--- src/rtl/inj_queue.sv ---
// Injection FIFO in front of the CALF injector. Holds locally generated flits,
// shows the head flit on c_in, and pops it when the injector pulses `used`.
// Also counts consecutive cycles in which a flit waits without being taken
// (head-of-line starvation), for use by throttle logic.

`ifndef STEER_W
`define STEER_W 16
`endif
`ifndef VALID_F
`define VALID_F 15
`endif

module inj_queue #(
    parameter int DEPTH           = 4,
    parameter int STARVE_THRESH   = 8,
    parameter int STARVE_MAX      = 255,
    parameter bit CHECK_EMPTY_POP = 1'b1
) (
    input  logic                    clk,
    input  logic                    rst_n,
    input  logic [`STEER_W-1:0]     in_flit,
    output logic                    in_ready,
    output logic [`STEER_W-1:0]     c_in,
    input  logic                    used,
    output logic [$clog2(DEPTH):0]  count,
    output logic [7:0]              starve_cnt,
    output logic                    starve
);

    localparam int              AW     = $clog2(DEPTH);
    localparam int              CW     = AW + 1;
    localparam logic [CW-1:0]   FULL   = CW'(DEPTH);
    localparam logic [7:0]      THRESH = 8'(STARVE_THRESH);
    localparam logic [7:0]      SAT    = 8'(STARVE_MAX);

    logic [`STEER_W-1:0] mem [DEPTH];
    logic [AW-1:0]       rd_ptr;
    logic [AW-1:0]       wr_ptr;
    logic                empty;
    logic                push;
    logic                pop;

    // Readiness depends only on the registered count, so there is no
    // combinational path from `used` back to the node interface; a full queue
    // refuses a push even in the cycle it is being popped.
    assign empty    = (count == '0);
    assign in_ready = (count != FULL);
    assign c_in     = empty ? '0 : mem[rd_ptr];
    assign push     = in_flit[`VALID_F] & in_ready;
    assign pop      = used & c_in[`VALID_F];
    assign starve   = (starve_cnt >= THRESH);

    // Flit storage: written on push, flit bits kept verbatim.
    // NOTE: the storage array has no reset; its contents are unobservable
    // while count==0, and leaving it out keeps it a plain register file/RAM.
    always_ff @(posedge clk) begin
        if (push) begin
            mem[wr_ptr] <= in_flit;
        end
    end

    // Pointers and occupancy; pointers wrap naturally because DEPTH is 2^AW.
    // NOTE: all sequential state uses non-blocking assignments so every
    // register samples pre-edge values regardless of statement order.
    always_ff @(posedge clk or negedge rst_n) begin
        if (!rst_n) begin
            rd_ptr <= '0;
            wr_ptr <= '0;
            count  <= '0;
        end else begin
            if (push) begin
                wr_ptr <= wr_ptr + 1'b1;
            end
            if (pop) begin
                rd_ptr <= rd_ptr + 1'b1;
            end
            case ({push, pop})
                2'b10:   count <= count + 1'b1;
                2'b01:   count <= count - 1'b1;
                default: count <= count;
            endcase
        end
    end

    // Starvation counter: clears when the queue is empty or the head is taken,
    // otherwise counts up and saturates at SAT.
    always_ff @(posedge clk or negedge rst_n) begin
        if (!rst_n) begin
            starve_cnt <= '0;
        end else if (empty || pop) begin
            starve_cnt <= '0;
        end else if (starve_cnt < SAT) begin
            starve_cnt <= starve_cnt + 8'd1;
        end
    end

    // Flags an injector that claims to consume a flit from an empty queue.
    always @(posedge clk) begin
        if (CHECK_EMPTY_POP && rst_n) begin
            assert (!(used && empty))
                else $error("inj_queue: used asserted while queue empty");
        end
    end

endmodule

--- config.mk ---
export PLATFORM = sky130hd
export DESIGN_NAME = inj_queue
export DESIGN_NICKNAME = d
export VERILOG_FILES = /design/src/rtl/inj_queue.sv
export SDC_FILE = /design/constraint.sdc
export NUM_CORES = 1
export LEC_CHECK = 0
export CAP_MARGIN = 20
export CORE_ASPECT_RATIO = 0.6
export CORE_MARGIN = 3
export CORE_UTILIZATION = 35
export DETAILED_ROUTE_END_ITERATION = 6
export MAX_ROUTING_LAYER = met4
export PLACE_DENSITY = 0.51
export SLEW_MARGIN = 20
export SYNTH_ARGS = -nofsm -noshare
export SYNTH_HDL_FRONTEND = slang
export SYNTH_SLANG_ARGS = --single-unit
--- constraint.sdc ---
create_clock -name clk -period 6.56 [get_ports clk]
set_input_delay 1.968 -clock clk [delete_from_list [all_inputs] [get_ports clk]]
set_output_delay 1.968 -clock clk [all_outputs]
set_load 0.01 [all_outputs]
# After elaboration in Yosys (flattened, before gate mapping)
# Memory sizes are Yosys's and may differ from the RTL's.
# Index checks and enable logic that the tools add are counted.
dict set report word_totals {
  register_bits 15
  latchBits 0
  mem_bits_rw 64
  rom_bits 0
  in_bits 19
  output_inout_bits 29
  memories 1
}
dict set report classes {
  addsub 5
  n_mul 0
  n_div 0
  n_lt_le_gt_ge 2
  n_eq_ne 3
  shifts 0
  muxes 6
  bitwise 2
  reduce_logical 4
}
# memory depth width rd rd_clocked_by_memory_dff write_ports line
set memory_table {}
lappend memory_table {mem 4 16 1 0 1 36} ;# logic [`STEER_W-1:0] mem [DEPTH];
# cell count
set ops {}
lappend ops {{$mux W16} 1}
lappend ops {{$mux W8} 2}
lappend ops {{$add A8 B1 Y8 const B} 1}
lappend ops {{$ge A8 B4 Y1 const B} 1}
lappend ops {{$lt A8 B8 Y1 const B} 1}
lappend ops {{$pmux W3 S2} 1}
lappend ops {{$add A2 B1 Y2 const B} 2}
lappend ops {{$reduce_bool A2 Y1} 2}
lappend ops {{$add A3 B1 Y3 const B} 1}
lappend ops {{$logic_not A3 Y1} 1}
lappend ops {{$ne A3 B3 Y1 const B} 1}
lappend ops {{$sub A3 B1 Y3 const B} 1}
lappend ops {{$and A1 B1 Y1} 2}
lappend ops {{$eq A2 B1 Y1 const B} 1}
lappend ops {{$eq A2 B2 Y1 const B} 1}
lappend ops {{$mux W1} 2}
lappend ops {{$logic_or A1 B1 Y1} 1}

# Depth between registers and ports, before layout
# Gate-level depths: netlist (run 1).
dict set report logic_depth {
  ltp_word 5
  ltp_mapped 11
  mapped_depth_nobuf 9
}

# Worst setup path before layout (run 1)
# Ideal clock, no wire load.
dict set report synth_timing {
  path_kind {register to output}
  start {reg rd_ptr[0]}
  end {out c_in[0]}
  arrival_time_ns 1.296
  path_slack_ns 3.296
  path_stages_with_launch 4
  n_path_buf 1
  cell_sequence {dfrtp_1 > buf_2 > mux4_1 > and2_1}
}
dict set report synth_between {
  elab_chain_cells 2
}
# element line
set synth_lines {}
lappend synth_lines {{start: declaration} 37} ;# logic [AW-1:0] rd_ptr;
lappend synth_lines {{start signal: assignment} 75} ;# rd_ptr <= rd_ptr + 1'b1;
lappend synth_lines {{$mem_v2 Z4 W16} n/a}
lappend synth_lines {{$mux W16} 48} ;# assign c_in = empty ? '0 : mem[rd_ptr];
lappend synth_lines {{end: declaration} 23} ;# output logic [`STEER_W-1:0] c_in,
# No other way between the ends.

# Worst setup path in the final report (run 1)
dict set report layout_timing {
  start {reg rd_ptr[0]}
  end {out c_in[1]}
}
# The elaborated chain is that of the path after synthesis.

==> flow_summary.json, run 1 <==
{
  "firstDrtPassIters": 4,
  "place.port_buffers": 47,
  "slowest_delay_ns": 0.76,
  "reg2reg_slack_ns": 3.99,
  "pwr-share-comb_pct": 33.4,
  "worst_setup_path_start_kind": "flip-flop",
  "ant_nets": 0,
  "grt_usage_pct": 13.5,
  "path_cells": "mux4_1 -> and2_1 -> clkdlybuf4s50_1",
  "drtIter0Drc": 169,
  "setup_violations": 0,
  "run_status": "finished, final reports clean",
  "synth.cell_area_um2": 3340,
  "worstSkewPairLatency_ns": 0.33,
  "max_freq_mhz": 230,
  "avgSynthCellArea_um2": 17.1,
  "cts_setup_buffers": 0,
  "stdcell_area_um2": 4250,
  "fin_worst_skew_ns": 0.0113,
  "cts-resized-gates": 0,
  "p_clk_share_pct": 26.7,
  "grt_max_degree": 21,
  "end_kind": "output pin",
  "p_int_uw": 1370,
  "drc": 0,
  "synth_area_leaders": "edfxtp_1, dfrtp_1, mux4_2, and2_1, ha_1",
  "cp.required_ns": 4.59,
  "finish.net_count": 274,
  "drive_gt1_share_pct": 13.1,
  "avgRoutedWirePerCell_um": 17.0,
  "dieArea_um2": 10800,
  "power_per_cell_area_nw_per_um2": 457,
  "fin_cells": 378,
  "synth_edf_count": 64,
  "core_area_um2": 8880,
  "synthFlopType": "edfxtp_1",
  "yosysWarnings": 0,
  "netSwitchingFraction_pct": 29.2,
  "hold_viol": 0,
  "min_period_ns": 4.35,
  "synth.most_common_cell": "edfxtp_1",
  "synthTopCellsByCount": "edfxtp_1, and2_1, dfrtp_1",
  "hold_path.class": "flip-flop to flip-flop",
  "final_max_slew_viol_count": 0,
  "ir_drop_mv": 0.181,
  "relSlewSlack_pct": 37.1,
  "h-tree-depth": 3,
  "synth_top_area_cell": "edfxtp_1",
  "die_x_um": 132,
  "fin_ws_ns": 2.21,
  "antenna_found_initial": 0,
  "syn-instance-count": 195,
  "grt.overflow.total": 0,
  "dp_hpwl_mm": 4.03,
  "seq_area_frac_synth_pct": 68.8,
  "place_area_um2": 3930,
  "cts-root-buf": "clkbuf_16",
  "slowest_stage": "dfrtp_2",
  "grt_pass1_wl_mm": 10.5,
  "clkTransAtPathRegs_ns": 0.06,
  "netlist.area_leader.share_pct": 57.6,
  "grt_pass1_vias": 1946,
  "clock_path_buffers": 2,
  "dp.cells": 362,
  "num_rows": 26,
  "cts_tree": "built",
  "leakage_uw": 0.00154,
  "clock_sinks": 79,
  "tightest_slew_ns": 0.944,
  "totalWireLength_mm": 6.42,
  "io_pins": 48,
  "vias": 1815,
  "viasPerCell": 4.80,
  "die_y_um": 81.6,
  "yosysUniqueCellTypes": 34,
  "synth-seq-cells": 79,
  "critPathKind": "flip-flop to output pin",
  "diodes": 0,
  "start_util_pct": 37.6,
  "hold_buffers": 0,
  "syn2layout_area_growth_pct": 27.2,
  "p_sw_uw": 568,
  "pwr-share-seq_pct": 39.9,
  "gp_congestion": 0.743,
  "grt_setup_unrepaired": "no",
  "cts_made_buffers": 9,
  "path_max_fanout": 20,
  "max_cap_viol_count": 0,
  "period_share_pct": 66.3,
  "syn-num-nets": 222,
  "crit_arrival_ns": 2.38,
  "fin_setup_tns_ns": 0,
  "async_reset_ff_share_pct": 19.0,
  "dp_slack_ns": 2.13
}
## power groups by stage
stage                     sequential (uW)  combinational, uW  clock, uW
after global routing                  795                713        558
after CTS                             778                665        531
after detailed placement              787                660          0
after floorplan                       723                418          0
after global placement                786                659          0
final                                 774                649        518
## cell usage in the layout (no fill, tap or decap), types with 3 or more instances in the layout
master / instances
a21oi_1: 4
and2_1: 19
and3_1: 10
clkbuf_16: 9
clkdlybuf4s50_1: 47
clkinv_2: 3
dfrtp_1: 14
edfxtp_1: 64
ha_1: 7
inv_1: 8
mux4_1: 3
mux4_2: 12
nand2_1: 4
nor2_1: 7
nor3_1: 7
xnor2_1: 3
## critical path: cells and delay by family (launching register included)
family        cells  cell delay [ns]
buf+inv           1             0.47
flops             1             0.76
mux               1             0.64
simple gates      1             0.19
## flip-flops by register name, summed over array words and instances (netlist names)
name / flops
mem: 64
rd_ptr: 2
count: 3
wr_ptr: 2
starve_cnt: 8
## routing by layer
layer	global-route usage, %	vias up	wire length (um)
met5	-	-	0
met4	4.09	0	40
met3	5.32	5	325
met2	19.5	40	2850
met1	17.6	909	3210
li1	-	861	-
## metrics by stage
step / power [uW] / hold WS [ns] / utilization, %
final: 1940 / 0.552 / 47.8
after global placement: 1450 / 0.542 / 44.3
after detailed placement: 1450 / 0.547 / 44.3
after CTS: 1970 / 0.559 / 47.8
after global routing: 2070 / 0.588 / 47.8
after floorplan: 1140 / 0.534 / -
## worst paths after layout
path / startpoint / end / cells after the start
worst min register to register: count[2] / count[2] / 1
worst max-delay path: rd_ptr[0] / c_in[1] / 3
worst min-delay path: count[2] / count[2] / 1
max in group asynchronous: rst_n / rd_ptr[0] / 1
min in group asynchronous: rst_n / wr_ptr[1] / 1
worst max register to register: rd_ptr[1] / count[2] / 9
## layout make-up
type | instances | area, um^2
Fill cell | 758 | 4640
Sequential cell | 79 | 2300
Multi-Input combinational cell | 102 | 976
Timing Repair Buffer | 47 | 470
Clock buffer | 9 | 225
Tap cell | 126 | 158
Clock inverter | 7 | 87.6
Inverter | 8 | 30.0
## logic make-up (layout without fill, tap and decap cells)
| family | count (synthesis) | count (layout) | synth area share (%) |
|---|---|---|---|
| adders and majority gates | 8 | 8 | 3.22 |
| DFF | 79 | 79 | 68.8 |
| and+or+nand+nor | 58 | 58 | 10.2 |
| xor gates and xnor gates | 5 | 5 | 1.31 |
| muxes | 19 | 19 | 12.0 |
| buffers and inverters | 14 | 71 | 1.91 |
| AOI/OAI and AO/OA | 12 | 12 | 2.55 |
Note: power is estimated with default switching activity, not from simulation.
==> run 2: changes to the inputs <==
==> constraint.sdc (replaced) <==
create_clock -name clk -period 4.2 [get_ports clk]
set_input_delay 1.26 -clock clk [delete_from_list [all_inputs] [get_ports clk]]
set_output_delay 1.26 -clock clk [all_outputs]
set_load 0.01 [all_outputs]
==> flow_summary.json, run 2 (same netlist as run 1, synthesis figures left out) <==
{
  "hp-start": "count[2]",
  "cts-root-buf": "clkbuf_16",
  "regMostFlops": "mem",
  "worstReg2RegStart": "count[0]",
  "place.port_buffers": 47,
  "setup_violations": 0,
  "largest_registers": "mem x64, starve_cnt x8, count x3",
  "final_common_cell": "edfxtp_1",
  "syn2layout_area_growth_pct": 28.1,
  "clock_path_buffers": 2,
  "dieArea_um2": 10800,
  "ant_nets": 0,
  "grt_setup_unrepaired": "no",
  "core_area_um2": 8880,
  "hold_buffers": 0,
  "relSlewSlack_pct": 50.6,
  "gp_congestion": 0.720,
  "cp.required_ns": 2.94,
  "cts_made_buffers": 9,
  "grt_pass1_vias": 1876,
  "max_cap_viol_count": 0,
  "gr-usage-met2_pct": 18.2,
  "final_max_slew_viol_count": 0,
  "finish.net_count": 281,
  "hold_path.class": "flip-flop to flip-flop",
  "critPathKind": "flip-flop to output pin",
  "leakage_uw": 0.00155,
  "fin_setup_tns_ns": 0,
  "ir_drop_mv": 0.345,
  "run_status": "finished, final reports clean",
  "drc": 0,
  "n_fill_cell": 783,
  "final_util_pct": 48.1,
  "grt_pass1_wl_mm": 10.5,
  "grt_usage_pct": 13.6,
  "whs_ns": 0.558,
  "io_pins": 48,
  "cts_setup_buffers": 0,
  "die_x_um": 132,
  "cts_tree": "built",
  "fin_worst_skew_ns": 0.00758,
  "viasPerCell": 4.70,
  "vias": 1810,
  "num_rows": 26,
  "diodes": 0,
  "start_util_pct": 37.6,
  "layout_common_cells": "edfxtp_1, clkdlybuf4s50_1, and2_1",
  "largest_reg_flops": 64,
  "grt_use_met3_pct": 5.57,
  "h-tree-depth": 3,
  "power_per_cell_area_nw_per_um2": 704,
  "drtIter0Drc": 127,
  "grt_util_met1_pct": 18.9,
  "firstDrtPassIters": 5,
  "die_y_um": 81.6,
  "period_share_pct": 83.0,
  "max_freq_mhz": 287,
  "end_kind": "output pin",
  "drive_gt1_share_pct": 14.7,
  "totalWireLength_mm": 6.40,
  "worstSkewPairLatency_ns": 0.34,
  "min_period_ns": 3.49,
  "top_usage_layer": "met1",
  "grt_max_degree": 19,
  "avgRoutedWirePerCell_um": 16.6,
  "cts-resized-gates": 0,
  "path_max_fanout": 10,
  "grt.overflow.total": 0,
  "clock_sinks": 79,
  "tightest_slew_ns": 0.739,
  "clkTransAtPathRegs_ns": 0.06,
  "startpoint": "rd_ptr[1]",
  "crit_arrival_ns": 2.23,
  "worst_setup_path_start_kind": "flip-flop",
  "hold_viol": 0,
  "antenna_found_initial": 0,
  "dp_hpwl_mm": 4.19
}
==> run 2: cell count changes in the layout (fill, tap and decap cells not counted), sizes merged <==
cell	change
buf	+7
clkinv	-3
clkbuf	+2
bufinv	-1
clkinvlp	+2
==> run 2: worst max-delay path: stages, from the launching register on <==
cell and delay (ns):
dfrtp_1 0.64, buf_4 0.29, mux4_2 0.32, and2_1 0.17, clkdlybuf4s50_1 0.47
==> run 2: power breakdown <==
part	internal [uW]	switching, uW	leakage (uW)	total (uW)
logic	620	500	0.000639	1120
registers	1040	101	0.000776	1140
clock network	460	291	0.000136	750
total	2120	892	0.00155	3010
==> run 2: routing by layer <==
layer  share of wire (%)  up-vias
li1                    -      873
met1                  51      883
met2                  42       45
met3                 6.0        9
met4                 1.3        0
met5                   0        -
==> run 2: path summary, 6_finish.rpt <==
path	to	slack, ns	cells past startpoint
min reg2reg	count[2]	0.56	1
min in group asynchronous	count[0]	1.36	1
min	count[2]	0.56	1
max reg2reg	count[2]	1.84	9
max in group asynchronous	starve_cnt[4]	2.37	1
max	c_in[4]	0.71	4
==> run 2: stage by stage <==
| stage | total power (uW) | instance area [um^2] | worst slack (ns) | std cells |
|---|---|---|---|---|
| after floorplan | 1780 | 3340 | 1.64 | 195 |
| after global placement | 2300 | 3980 | 1.06 | 369 |
| after detailed placement | 2300 | 3980 | 0.997 | 369 |
| final | 3010 | 4280 | 0.712 | 385 |
| after CTS | 3070 | 4280 | 0.676 | 385 |
| after global routing | 3210 | 4280 | 0.575 | 385 |
==> run 2: cell type report <==
type,instances,area [um^2],area share (%)
Inverter,8,30.0,0.702
Tap cell,126,158,3.69
Multi-Input combinational cell,102,976,22.8
Clock buffer,11,233,5.44
Sequential cell,79,2300,53.7
Clock inverter,5,58.8,1.38
Timing Repair Buffer,54,523,12.2
==> run 3: changes to the inputs <==
==> constraint.sdc (replaced) <==
create_clock -name clk -period 3.6 [get_ports clk]
set_input_delay 1.08 -clock clk [delete_from_list [all_inputs] [get_ports clk]]
set_output_delay 1.08 -clock clk [all_outputs]
set_load 0.01 [all_outputs]
==> flow_summary.json, run 3 (same netlist as run 1, synthesis figures left out) <==
{
  "die_y_um": 81.6,
  "cts-resized-gates": 0,
  "syn2layout_area_growth_pct": 29.5,
  "hold_buffers": 0,
  "vias": 1830,
  "tightest_slew_ns": 0.688,
  "ant_nets": 0,
  "drtIter0Drc": 114,
  "stdcell_area_um2": 4320,
  "slowest_stage": "or3_1",
  "grt_max_degree": 21,
  "cts_setup_buffers": 0,
  "cts_made_buffers": 9,
  "slowest_delay_ns": 0.68,
  "viasPerCell": 4.77,
  "run_status": "finished, final reports clean",
  "critPathKind": "flip-flop to output pin",
  "h-tree-depth": 3,
  "dp_hpwl_mm": 4.11,
  "start_util_pct": 37.6,
  "path_cells": "or3_1 -> and2_1 -> clkdlybuf4s50_1",
  "path_max_fanout": 18,
  "worstSkewPairLatency_ns": 0.33,
  "io_pins": 48,
  "hold_path.class": "flip-flop to flip-flop",
  "fin_worst_skew_ns": 0.00633,
  "diodes": 0,
  "fin_setup_tns_ns": 0,
  "regMostFlops": "mem",
  "final_common_cell": "edfxtp_1",
  "layout_common_cells": "edfxtp_1, clkdlybuf4s50_1, and2_1",
  "final_util_pct": 48.7,
  "end_kind": "output pin",
  "max_freq_mhz": 304,
  "power_per_cell_area_nw_per_um2": 837,
  "antenna_found_initial": 0,
  "place.port_buffers": 47,
  "drc": 0,
  "min_period_ns": 3.29,
  "clock_sinks": 79,
  "avgRoutedWirePerCell_um": 16.3,
  "grt_setup_unrepaired": "no",
  "grt_use_met3_pct": 4.71,
  "leakage_uw": 0.00158,
  "hold_viol": 0,
  "core_area_um2": 8880,
  "finish.net_count": 280,
  "cts-root-buf": "clkbuf_16",
  "totalWireLength_mm": 6.26,
  "p_total_uw": 3620,
  "grt_pass1_vias": 1816,
  "grt.overflow.total": 0,
  "grt_usage_pct": 13.0,
  "firstDrtPassIters": 4,
  "largest_reg_flops": 64,
  "place_area_um2": 4000,
  "max_cap_viol_count": 0,
  "grt_pass1_wl_mm": 10.0,
  "gp_congestion": 0.703,
  "clock_path_buffers": 2,
  "clkTransAtPathRegs_ns": 0.06,
  "num_rows": 26,
  "period_share_pct": 91.4,
  "ir_drop_mv": 0.362,
  "cp.required_ns": 2.52,
  "final_max_slew_viol_count": 0,
  "dieArea_um2": 10800,
  "largest_registers": "mem x64, starve_cnt x8, count x3",
  "relSlewSlack_pct": 54.0,
  "top_usage_layer": "met1",
  "crit_arrival_ns": 2.21,
  "drive_gt1_share_pct": 14.7,
  "cts_tree": "built",
  "gr-usage-met2_pct": 17.2,
  "setup_violations": 0,
  "worst_setup_path_start_kind": "flip-flop",
  "grt_util_met1_pct": 18.4,
  "die_x_um": 132
}
==> run 3: cell types whose count changed in the layout (fill, tap and decap cells not counted) <==
| cell | before | now |
|---|---|---|
| clkinvlp_4 | 2 | 0 |
| clkinv_1 | 0 | 1 |
| buf_12 | 0 | 2 |
| buf_4 | 7 | 4 |
| bufinv_16 | 1 | 2 |
| clkbuf_1 | 2 | 0 |
| inv_6 | 0 | 2 |
==> run 3: final timing paths <==
| kind | to | slack (ns) | from | cells after the start |
|---|---|---|---|---|
| setup / recovery | c_in[0] | 0.31 | count[1] | 3 |
| hold / removal | count[2] | 0.55 | count[2] | 1 |
| setup reg to reg | count[2] | 1.23 | count[0] | 9 |
| hold reg to reg | count[2] | 0.55 | count[2] | 1 |
| max in group asynchronous | starve_cnt[1] | 2.00 | rst_n | 1 |
| min in group asynchronous | starve_cnt[6] | 1.16 | rst_n | 1 |
==> run 3: metrics by stage <==
step / setup WS (ns) / hold WS, ns / std cells
after floorplan: 1.22 / 0.534 / 195
after CTS: 0.288 / 0.550 / 384
after global routing: 0.164 / 0.574 / 384
after detailed placement: 0.589 / 0.541 / 368
final: 0.310 / 0.552 / 384
after global placement: 0.623 / 0.535 / 368
==> run 3: where the power goes <==
group	internal (uW)	total, uW	switching, uW	leakage (uW)
clock network	609	960	352	0.000158
logic	738	1350	610	0.000643
registers	1210	1310	96.0	0.000776
==> run 3: worst max-delay path, delay by kind of cell, from the launching register on <==
family        cells  cell delay (ns)
simple gates      2             0.96
buf+inv           1             0.48
flops             1             0.43
==> run 3: area by class of cell <==
type | count | area (um^2)
fill | 758 | 4560
sequential | 79 | 2300
multi-input combinational | 102 | 976
timing repair buffer | 53 | 541
clock buffer | 9 | 225
tap | 126 | 158
clock inverter | 7 | 95.1
inverter | 8 | 30.0
==> run 3: metal layers <==
layer	up-vias	wire (um)
met4	0	78
met1	898	3270
met3	9	332
li1	873	-
met2	50	2580
met5	-	0
